## src/rtl/alu_arbiter.sv

```systemverilog
// -----------------------------------------------------------------------------
// alu_arbiter
//
// Shares one combinational ALU between two requesters: A (main execute path)
// and B (address/auxiliary path). A request is accepted in IDLE, its fields are
// registered onto the alu_* bus, and the result is captured one cycle later.
// The result is then held on a valid/ready response channel, tagged with the
// requester ID, until the consumer takes it.
//
// Ports:
//   clk, rst_n                 clock (rising edge), asynchronous active-low reset
//   a_req_valid / a_req_ready  requester A handshake
//   a_rs1, a_rs2, a_opcode, a_func3, a_func7   requester A operation fields
//   b_*                        same set of signals for requester B
//   alu_rs1 .. alu_func7       registered operands/opcode driving the shared ALU
//   alu_out                    combinational ALU result
//   rsp_valid / rsp_ready      response handshake
//   rsp_id                     0 = A, 1 = B
//   rsp_data                   captured ALU result
//   busy                       high whenever the FSM is not in IDLE
// -----------------------------------------------------------------------------
module alu_arbiter #(
    parameter int XLEN = 32
) (
    input  logic            clk,
    input  logic            rst_n,

    input  logic            a_req_valid,
    output logic            a_req_ready,
    input  logic [XLEN-1:0] a_rs1,
    input  logic [XLEN-1:0] a_rs2,
    input  logic [6:0]      a_opcode,
    input  logic [2:0]      a_func3,
    input  logic [6:0]      a_func7,

    input  logic            b_req_valid,
    output logic            b_req_ready,
    input  logic [XLEN-1:0] b_rs1,
    input  logic [XLEN-1:0] b_rs2,
    input  logic [6:0]      b_opcode,
    input  logic [2:0]      b_func3,
    input  logic [6:0]      b_func7,

    output logic [XLEN-1:0] alu_rs1,
    output logic [XLEN-1:0] alu_rs2,
    output logic [6:0]      alu_opcode,
    output logic [2:0]      alu_func3,
    output logic [6:0]      alu_func7,
    input  logic [XLEN-1:0] alu_out,

    output logic            rsp_valid,
    input  logic            rsp_ready,
    output logic            rsp_id,
    output logic [XLEN-1:0] rsp_data,
    output logic            busy
);

    typedef enum logic [1:0] {
        IDLE = 2'd0,
        EXEC = 2'd1,
        RESP = 2'd2
    } state_t;

    // Packed request payload: {rs1, rs2, opcode, func3, func7}
    localparam int FW = 2 * XLEN + 17;

    state_t          state_reg;
    logic            rr_ptr_reg;    // requester favoured on contention (0 = A)
    logic            grant_id_reg;  // requester whose operation is in flight

    logic [XLEN-1:0] alu_rs1_reg;
    logic [XLEN-1:0] alu_rs2_reg;
    logic [6:0]      alu_opcode_reg;
    logic [2:0]      alu_func3_reg;
    logic [6:0]      alu_func7_reg;
    logic            rsp_valid_reg;
    logic            rsp_id_reg;
    logic [XLEN-1:0] rsp_data_reg;

    logic [1:0]      req_valid;
    logic [1:0]      grant;
    logic [1:0]      req_ready;
    logic [FW-1:0]   req_bus [2];
    logic [FW-1:0]   sel_bus;
    logic            in_idle;
    logic            accept;

    assign req_valid  = {b_req_valid, a_req_valid};
    assign req_bus[0] = {a_rs1, a_rs2, a_opcode, a_func3, a_func7};
    assign req_bus[1] = {b_rs1, b_rs2, b_opcode, b_func3, b_func7};
    assign in_idle    = (state_reg == IDLE);

    // A requester wins if it is the only one asking, or if both ask and the
    // round-robin pointer favours it. The two grants are mutually exclusive by
    // construction. Ready is gated with rst_n so nothing is offered while the
    // block is held in reset.
    generate
        for (genvar gi = 0; gi < 2; gi++) begin : g_grant
            assign grant[gi] = req_valid[gi] &
                               (~req_valid[1-gi] | (rr_ptr_reg == 1'(gi)));
            assign req_ready[gi] = rst_n & in_idle & grant[gi];
        end
    endgenerate

    assign a_req_ready = req_ready[0];
    assign b_req_ready = req_ready[1];
    assign accept      = |req_ready;
    assign sel_bus     = grant[1] ? req_bus[1] : req_bus[0];

    always_ff @(posedge clk or negedge rst_n) begin
        if (!rst_n) begin
            state_reg      <= IDLE;
            rr_ptr_reg     <= 1'b0;
            grant_id_reg   <= 1'b0;
            alu_rs1_reg    <= '0;
            alu_rs2_reg    <= '0;
            alu_opcode_reg <= '0;
            alu_func3_reg  <= '0;
            alu_func7_reg  <= '0;
            rsp_valid_reg  <= 1'b0;
            rsp_id_reg     <= 1'b0;
            rsp_data_reg   <= '0;
        end else begin
            case (state_reg)
                IDLE: begin
                    // alu_* keep their last values when nothing is accepted
                    if (accept) begin
                        {alu_rs1_reg, alu_rs2_reg, alu_opcode_reg,
                         alu_func3_reg, alu_func7_reg} <= sel_bus;
                        grant_id_reg <= grant[1];
                        rr_ptr_reg   <= ~grant[1];  // point at the other side
                        state_reg    <= EXEC;
                    end
                end
                EXEC: begin
                    // Operands have had a full cycle through the ALU
                    rsp_data_reg  <= alu_out;
                    rsp_id_reg    <= grant_id_reg;
                    rsp_valid_reg <= 1'b1;
                    state_reg     <= RESP;
                end
                RESP: begin
                    if (rsp_ready) begin
                        rsp_valid_reg <= 1'b0;
                        state_reg     <= IDLE;
                    end
                end
                default: begin
                    state_reg <= IDLE;
                end
            endcase
        end
    end

    assign alu_rs1    = alu_rs1_reg;
    assign alu_rs2    = alu_rs2_reg;
    assign alu_opcode = alu_opcode_reg;
    assign alu_func3  = alu_func3_reg;
    assign alu_func7  = alu_func7_reg;
    assign rsp_valid  = rsp_valid_reg;
    assign rsp_id     = rsp_id_reg;
    assign rsp_data   = rsp_data_reg;
    assign busy       = ~in_idle;

endmodule

```

## config.mk

```make
export PLATFORM = sky130hd
export DESIGN_NAME = alu_arbiter
export DESIGN_NICKNAME = d
export VERILOG_FILES = /design/src/rtl/alu_arbiter.sv
export SDC_FILE = /design/constraint.sdc
export NUM_CORES = 1
export LEC_CHECK = 0
export ABC_AREA = 1
export CAP_MARGIN = 20
export CELL_PAD_IN_SITES_DETAIL_PLACEMENT = 1
export CELL_PAD_IN_SITES_GLOBAL_PLACEMENT = 1
export CORE_UTILIZATION = 29
export CTS_BUF_LIST = sky130_fd_sc_hd__clkbuf_4 sky130_fd_sc_hd__clkbuf_8
export CTS_CLUSTER_DIAMETER = 80
export DETAILED_ROUTE_END_ITERATION = 12
export PLACE_DENSITY = 0.95
export SETUP_SLACK_MARGIN = 0.15
export SYNTH_ARGS = -nofsm -noshare
export SYNTH_HDL_FRONTEND = slang
export SYNTH_SLANG_ARGS = --single-unit
```

## constraint.sdc

```tcl
create_clock -name clk -period 3.2 [get_ports clk]
set_input_delay 0.64 -clock clk [delete_from_list [all_inputs] [get_ports clk]]
set_output_delay 0.64 -clock clk [all_outputs]
set_load 0.05 [all_outputs]
```

Word level (Yosys, flattened, before mapping)
Index checks and enable logic that the tools add are counted.

Logic and storage cells: 39. Flip-flop bits (word level): 119. Output and inout port bits: 118. Bits of input ports: 199.

Bitwise logic cells: 12. Reduce and logical (&&, ||, !) cells: 6. Equality and inequality tests: 4. Muxes and demuxes: 6.

Operators with widths (count): 81-bit two-way mux (1); 2-bit case mux with 3 select lines (1); 2-bit AND reduction (3); 1-bit AND (5); 1-bit inverter (5); 2-bit two-way mux (2); 2-bit by 1-bit equality test with 1-bit output, second input constant (1); 2-bit equality test, second input constant (1); 2-bit logical NOT (1); 2-bit by 1-bit inequality test with 1-bit output, second input constant (1); 2-bit inequality test, second input constant (1); 1-bit bitwise OR (2); 1-bit case mux with 2 select lines (1); 2-bit nonzero test (1); 2-bit OR reduction (1); 1-bit two-way mux (1).

Longest topological paths before layout
Gate-level depths: netlist (run 1).

Word-level depth: 7. Depth in mapped cells: 8. Mapped depth without buffers: 7.

Worst setup path before layout (run 1)
No wires, ideal clock.

Path type: reg-to-output. Start point: register state_reg[1]. End point: output b_req_ready. Cell stages (with the launch flop): 7. Data required time: 2.560 ns. Arrival: 1.530 ns. Buffers on the path: 1. Path slack: 1.030 ns. Cells stage by stage: dfrtp_1 > inv_1 > nand2_1 > nor2_1 > nand2_1 > buf_2 > inv_1.

Word-level cells in the longest chain between the ends: 3.

RTL lines: start, declared (line 67) `state_t state_reg;`; start signal, assigned (line 112) `state_reg <= IDLE;`; start signal, assigned (line 132) `state_reg <= EXEC;`; start signal, assigned (line 140) `state_reg <= RESP;`; 2-bit logical NOT (line 91) `assign in_idle = (state_reg == IDLE);`; 1-bit AND (2 in series) (line 101) `assign req_ready[gi] = rst_n & in_idle & grant[gi];`; end, declared (line 37) `output logic b_req_ready,`.

No other way between the ends.

Final worst setup path (run 1)
Start point: register state_reg[1]. End point: output busy.

Word-level cells in the longest chain between the ends: 2.

RTL lines: 2-bit logical NOT (line 91); 1-bit inverter (line 163) `assign busy = ~in_idle;`; end, declared (line 55) `output logic busy`.

No other way between the ends.

==> summary.txt, run 1 <==
Global route
  – First-pass GRT wire length: 34.1 mm
  – Vias in the first global route: 6762
  – Antenna violations before repair: 0
  – All-Layer GR Usage: 21.9%
  – Largest net degree at the start of global routing: 83
  – Grt total ovfl: 0

Logic synthesis
  – Synth warnings: 0
  – Sequential fraction of the synthesis area: 52.6%
  – Most common cell in the netlist: nand2_1
  – Top cells by area in the synthesized netlist: dfrtp_1 (53%), nand2_1 (34%), nand3_1 (7.3%)
  – Number of synthesized flops with an enable pin: 0
  – Post-synthesis cell type count: 12
  – Async SR Flop Fraction: 100%
  – Post-Syn Instances: 781
  – Post-Syn Area: 5670 um2
  – Post-synthesis area per instance: 7.26 um2
  – Synth top cells by count: nand2_1 (509), dfrtp_1 (119), nand3_1 (83)
  – Most used flip-flop cell after synthesis: dfrtp_1
  – Yosys top cell area share: 52.6%
  – Syn Nets: 980
  – #FFs+latches synth: 119
  – Largest area contributor in the netlist: dfrtp_1

Floorplan
  – Core ar.: 19000 um2
  – Initial core utilization: 29.9%
  – Chip height: 142 um
  – Die Wd: 142 um
  – Row Count: 50
  – Ports: 317
  – Die Footprint: 20100 um2

Pwr
  – Pwr Total: 10.4 mW
  – Peak supply drop: 0.402 mV
  – P_leak: 4.76 nW
  – Pwr/cell area: 1100 nW/um2

Setup path
  – Register-to-Register Path Depth: 7
  – CP Data Arrival Time: 1.87 ns
  – CP Launch Type: flip-flop
  – Critical path class: reg -> out
  – Required @ worst endpoint: 2.56 ns
  – Setup crit end kind: output port
  – Crit-path max FO: 4

Clocking
  – CTS Buf Count: 17
  – Post-CTS Resized: 0
  – Clock buffer depth: 2
  – Post-CTS Repair Setup Buffers: 0
  – CTS Root Cell: clkbuf_8
  – CTS clk-pin slew, worst paths: 0.07 ns
  – Clk Latency, worst-skew pair: 0.43 ns
  – CTS Hold Buffers Added: 0
  – Clk sinks: 119
  – Htree depth: 4
  – CTS tree: built

Timing
  – RSZ-0062 raised after global routing: false
  – Setup ws final: 0.694 ns
  – Slew headroom: 37.9%
  – Post-route clock skew: 0.00931 ns
  – Final hold vios: 0
  – Period utilization: 78.3%
  – Fin. max-slew vios: 0
  – Fin crit period: 2.51 ns
  – Fmax achieved: 399 MHz
  – Finish-stage setup viols: 0
  – Hold Worst Slack: 0.421 ns
  – Setup TNS: 0 ns
  – Worst-Margin Slew: 0.932 ns

Route
  – DRT Pass-1 Iters: 6
  – Routed vias: 6189
  – Post-DR vias/cell: 4.58
  – DRC Markers: 0
  – DRT iter0 DRCs: 191
  – DRT Wirelength: 21.6 mm
  – Remaining antenna violation count: 0
  – Drt wl/cell: 16.0 um

Place
  – Post-place setup slack: 0.556 ns
  – Final GP Congestion: 0.745
  – Port bufs: 316
  – Dpl cells: 1319
  – Post-DP HPWL: 15.7 mm

Final layout
  – Layout Nets: 1277
  – Finished Layout Cells: 1351
  – Diodes inserted: 0
  – Layout cells sized above 1: 5.04%
  – Area occupied by multi-input gates: 2410 um2
  – Fillers: 2309
  – Area growth, synth to finish: 67.0%
  – Sequential Area: 2980 um2

Flow run
  – Maxcap violations: 0

Outcome
  – Status: completed

Worst hold path
  – Worst hold path class: in -> async
==> stage by stage <==
stage	utilization, %	cell area (um2)
global route	49.9	9460
CTS	49.9	9460
finish	49.9	9460
global placement	47.5	9010
floorplan	-	5670
detailed placement	47.5	9010
==> layout by cell type (no fill, tap or decap), drive strengths merged <==
master and n:
nand2 512, buf 13, bufinv 4, nor2 2
clkinvlp 3, dfrtp 119, nand3 83, inv 13
o21ai 5, a21oi 1, clkinv 4, clkdlybuf4s50 313
clkbuf 19
==> worst paths after layout <==
kind	from	to	slack (ns)
worst max-delay path	state_reg[1]$_DFFE_PN0P_	busy	0.69
worst min-delay path	rst_n	alu_rs1[22]$_DFFE_PN0P_	0.42
worst max register to register	state_reg[1]$_DFFE_PN0P_	alu_func7[4]$_DFFE_PN0P_	1.31
worst min register to register	rsp_data[4]$_DFFE_PN0P_	rsp_data[4]$_DFFE_PN0P_	0.48
max in group asynchronous	rst_n	alu_rs2[1]$_DFFE_PN0P_	1.53
min in group clk	rsp_data[4]$_DFFE_PN0P_	rsp_data[4]$_DFFE_PN0P_	0.48
==> critical path: stages (launching register included) <==
cell	delay, ns
dfrtp_1	0.41
inv_1	0.08
nand2_1	0.10
clkdlybuf4s50_1	0.85
==> cells by family (layout without fill, tap and decap cells) <==
kind of cell	after synthesis	count (layout)	synth area share, %
flops	119	119	52.6
simple gates	597	597	41.5
buf+inv	59	369	5.21
compound gates	6	6	0.729
==> per-layer routing <==
layer | up-vias | wire length [um] | track usage (%)
met4 | 0 | 469 | 7.58
met5 | - | 0 | 0
li1 | 2983 | - | -
met3 | 37 | 1580 | 7.05
met2 | 219 | 11200 | 40.6
met1 | 2950 | 8360 | 23.2
==> layout make-up <==
class	instances	area share [%]
timing repair buffer	326	34.4
sequential	119	31.5
multi-input combinational	603	25.4
tap	260	3.44
clock buffer	19	2.76
clock inverter	13	2.06
inverter	11	0.436
==> where the power goes <==
group          switching, mW  total [mW]  internal [mW]
Sequential             0.441        2.69           2.25
Clock                  0.667        1.57          0.900
Combinational           4.16        6.11           1.95
(Power assumes the default switching activity.)
==> inputs of run 2 (changes only) <==
--- a/config.mk
+++ b/config.mk
@@ -9,11 +9,11 @@
 export CAP_MARGIN = 20
 export CELL_PAD_IN_SITES_DETAIL_PLACEMENT = 1
 export CELL_PAD_IN_SITES_GLOBAL_PLACEMENT = 1
-export CORE_UTILIZATION = 29
+export CORE_UTILIZATION = 24
 export CTS_BUF_LIST = sky130_fd_sc_hd__clkbuf_4 sky130_fd_sc_hd__clkbuf_8
 export CTS_CLUSTER_DIAMETER = 80
 export DETAILED_ROUTE_END_ITERATION = 12
-export PLACE_DENSITY = 0.95
+export PLACE_DENSITY = 0.89
 export SETUP_SLACK_MARGIN = 0.15
 export SYNTH_ARGS = -nofsm -noshare
 export SYNTH_HDL_FRONTEND = slang
==> constraint.sdc (replaced) <==
create_clock -name clk -period 2.05 [get_ports clk]
set_input_delay 0.41 -clock clk [delete_from_list [all_inputs] [get_ports clk]]
set_output_delay 0.41 -clock clk [all_outputs]
set_load 0.05 [all_outputs]
==> run 2 against run 1 <==
Effect of this change: sequential power is 53% higher; highest routed layer unchanged; critical path type unchanged; combinational power is 48% higher; non-clock buffer count is 15 higher; final area is 0.65% higher.
==> summary.txt, run 2 (synthesis results as in run 1) <==
Pwr
  – Sequential power share: 26.9%
  – Peak supply drop: 0.647 mV
  – Internal: 7.03 mW
  – Pwr Total: 15.3 mW
  – Sw power: 8.29 mW
  – Logic pwr share: 59.1%
  – Clock share of power: 14.0%
  – Pwr/cell area: 1610 nW/um2
  – Switching share of total power: 54.1%
  – P_leak: 5.12 nW

Place
  – Port bufs: 316
  – Post-DP HPWL: 16.6 mm
  – Final GP Congestion: 0.769

Setup path
  – Max incr delay on CP: 0.41 ns
  – Setup crit end kind: output port
  – Buf/Inv on CP: 3
  – Crit path cell chain: inv_2 > nand2_4 > nor2_4 > nand2_4 > clkinvlp_4 > buf_12
  – Critical path class: reg -> out
  – Required @ worst endpoint: 1.64 ns
  – Origin of the critical flop-to-flop path: state_reg[1]$_DFFE_PN0P_
  – Crit-path max FO: 3
  – Crit-path leading delay family: flip-flops
  – CP Data Arrival Time: 1.46 ns
  – CP dominant cell by count: nand2_4
  – CP Launch Type: flip-flop
  – CP Launch Point: state_reg[1]$_DFFE_PN0P_
  – Crit path max-delay cell type: dfrtp_1

Floorplan
  – Ports: 317
  – Die Footprint: 24200 um2
  – Row Count: 55
  – Die Wd: 156 um
  – Chip height: 156 um
  – Core ar.: 22900 um2
  – Initial core utilization: 24.7%

Worst hold path
  – Worst hold path class: in -> async

Timing
  – Slew headroom: 60.8%
  – Worst-Margin Slew: 0.587 ns
  – Fmax achieved: 536 MHz
  – Post-route clock skew: 0.0106 ns
  – Final hold vios: 0
  – Hold Worst Slack: 0.0866 ns
  – Fin crit period: 1.87 ns
  – Fin. max-slew vios: 0
  – Period utilization: 91.1%
  – Finish-stage setup viols: 0
  – Setup TNS: 0 ns
  – RSZ-0062 raised after global routing: true

Clocking
  – CTS Buf Count: 17
  – Htree depth: 4
  – Clk Latency, worst-skew pair: 0.43 ns
  – Clk sinks: 119
  – CTS Hold Buffers Added: 0
  – CTS tree: built
  – CTS clk-pin slew, worst paths: 0.08 ns
  – Clock buffer depth: 2
  – CTS Root Cell: clkbuf_8

Route
  – WL met3: 1.32 mm
  – Remaining antenna violation count: 0
  – DRT Pass-1 Iters: 4
  – DRC Markers: 0
  – DRT Wirelength: 22.6 mm
  – DRT iter0 DRCs: 327
  – Routed vias: 6199
  – Post-DR vias/cell: 4.37
  – Drt wl/cell: 15.9 um
  – M1 WL: 9.21 mm
  – Uppermost layer routed: met4
  – Met2 routed WL: 11.7 mm

Final layout
  – Layout cells sized above 1: 7.59%
  – Layout Nets: 1292
  – Most common cell after layout, fill and taps aside: nand2_1
  – Most frequent cells in the layout: nand2_1 (506), clkdlybuf4s50_1 (195), dfrtp_1 (119)
  – Sequential Area: 2980 um2
  – Area growth, synth to finish: 68.1%
  – Area occupied by multi-input gates: 2430 um2
  – Fillers: 2845
  – Post-layout util: 41.6%

Flow run
  – Maxcap violations: 0

Global route
  – Largest net degree at the start of global routing: 55
  – Vias in the first global route: 6720
  – First-pass GRT wire length: 35.8 mm
  – All-Layer GR Usage: 18.9%
  – Grt total ovfl: 0
  – Antenna violations before repair: 0

Outcome
  – Status: completed
-- run 2: repair_timing --
item                       CTS  global route
resized for setup          112             2
setup endpoints to repair  109             2
buffers inserted             5             4
pin swaps                    3             3
-- run 2: cell type report --
cell class | instances | area share [%]
clock inverter | 15 | 1.63
clock buffer | 17 | 2.46
inverter | 11 | 0.512
timing repair buffer | 341 | 34.5
tap | 313 | 4.11
sequential | 119 | 31.3
multi-input combinational | 603 | 25.5
antenna | 1 | 0.0263
-- run 2: path summary, 6_finish.rpt --
path,slack [ns],endpoint,depth (start not counted)
max,0.18,a_req_ready,6
min,0.09,state_reg[1]$_DFFE_PN0P_,2
max reg2reg,0.57,state_reg[1]$_DFFE_PN0P_,5
min reg2reg,0.47,rsp_data[1]$_DFFE_PN0P_,2
max in group asynchronous,0.96,alu_rs1[24]$_DFFE_PN0P_,3
min in group clk,0.47,rsp_data[1]$_DFFE_PN0P_,2
-- run 2: metal layers --
layer	vias to the layer above	global-route usage, %
met5	-	0
met4	0	6.16
met3	28	4.97
met2	184	34.6
met1	2967	21.2
li1	3020	-
-- run 2: stage by stage --
step                      instances  instance area, um2  setup slack (ns)
after floorplan                 781                5670             0.224
after global placement         1378                9180            0.0795
after detailed placement       1378                9180            0.0385
after CTS                      1415                9480            0.0311
after global routing           1419                9520             0.112
final                          1420                9520             0.183
-- run 2: power groups by stage --
stage               clock network (mW)  registers [mW]  logic, mW
detailed placement                   0            4.21       9.76
finish                            2.15            4.12       9.05
floorplan                            0            8.09       2.08
global route                      2.32            4.26       9.64
global placement                     0            4.13       9.56
CTS                               2.23            4.13       9.12
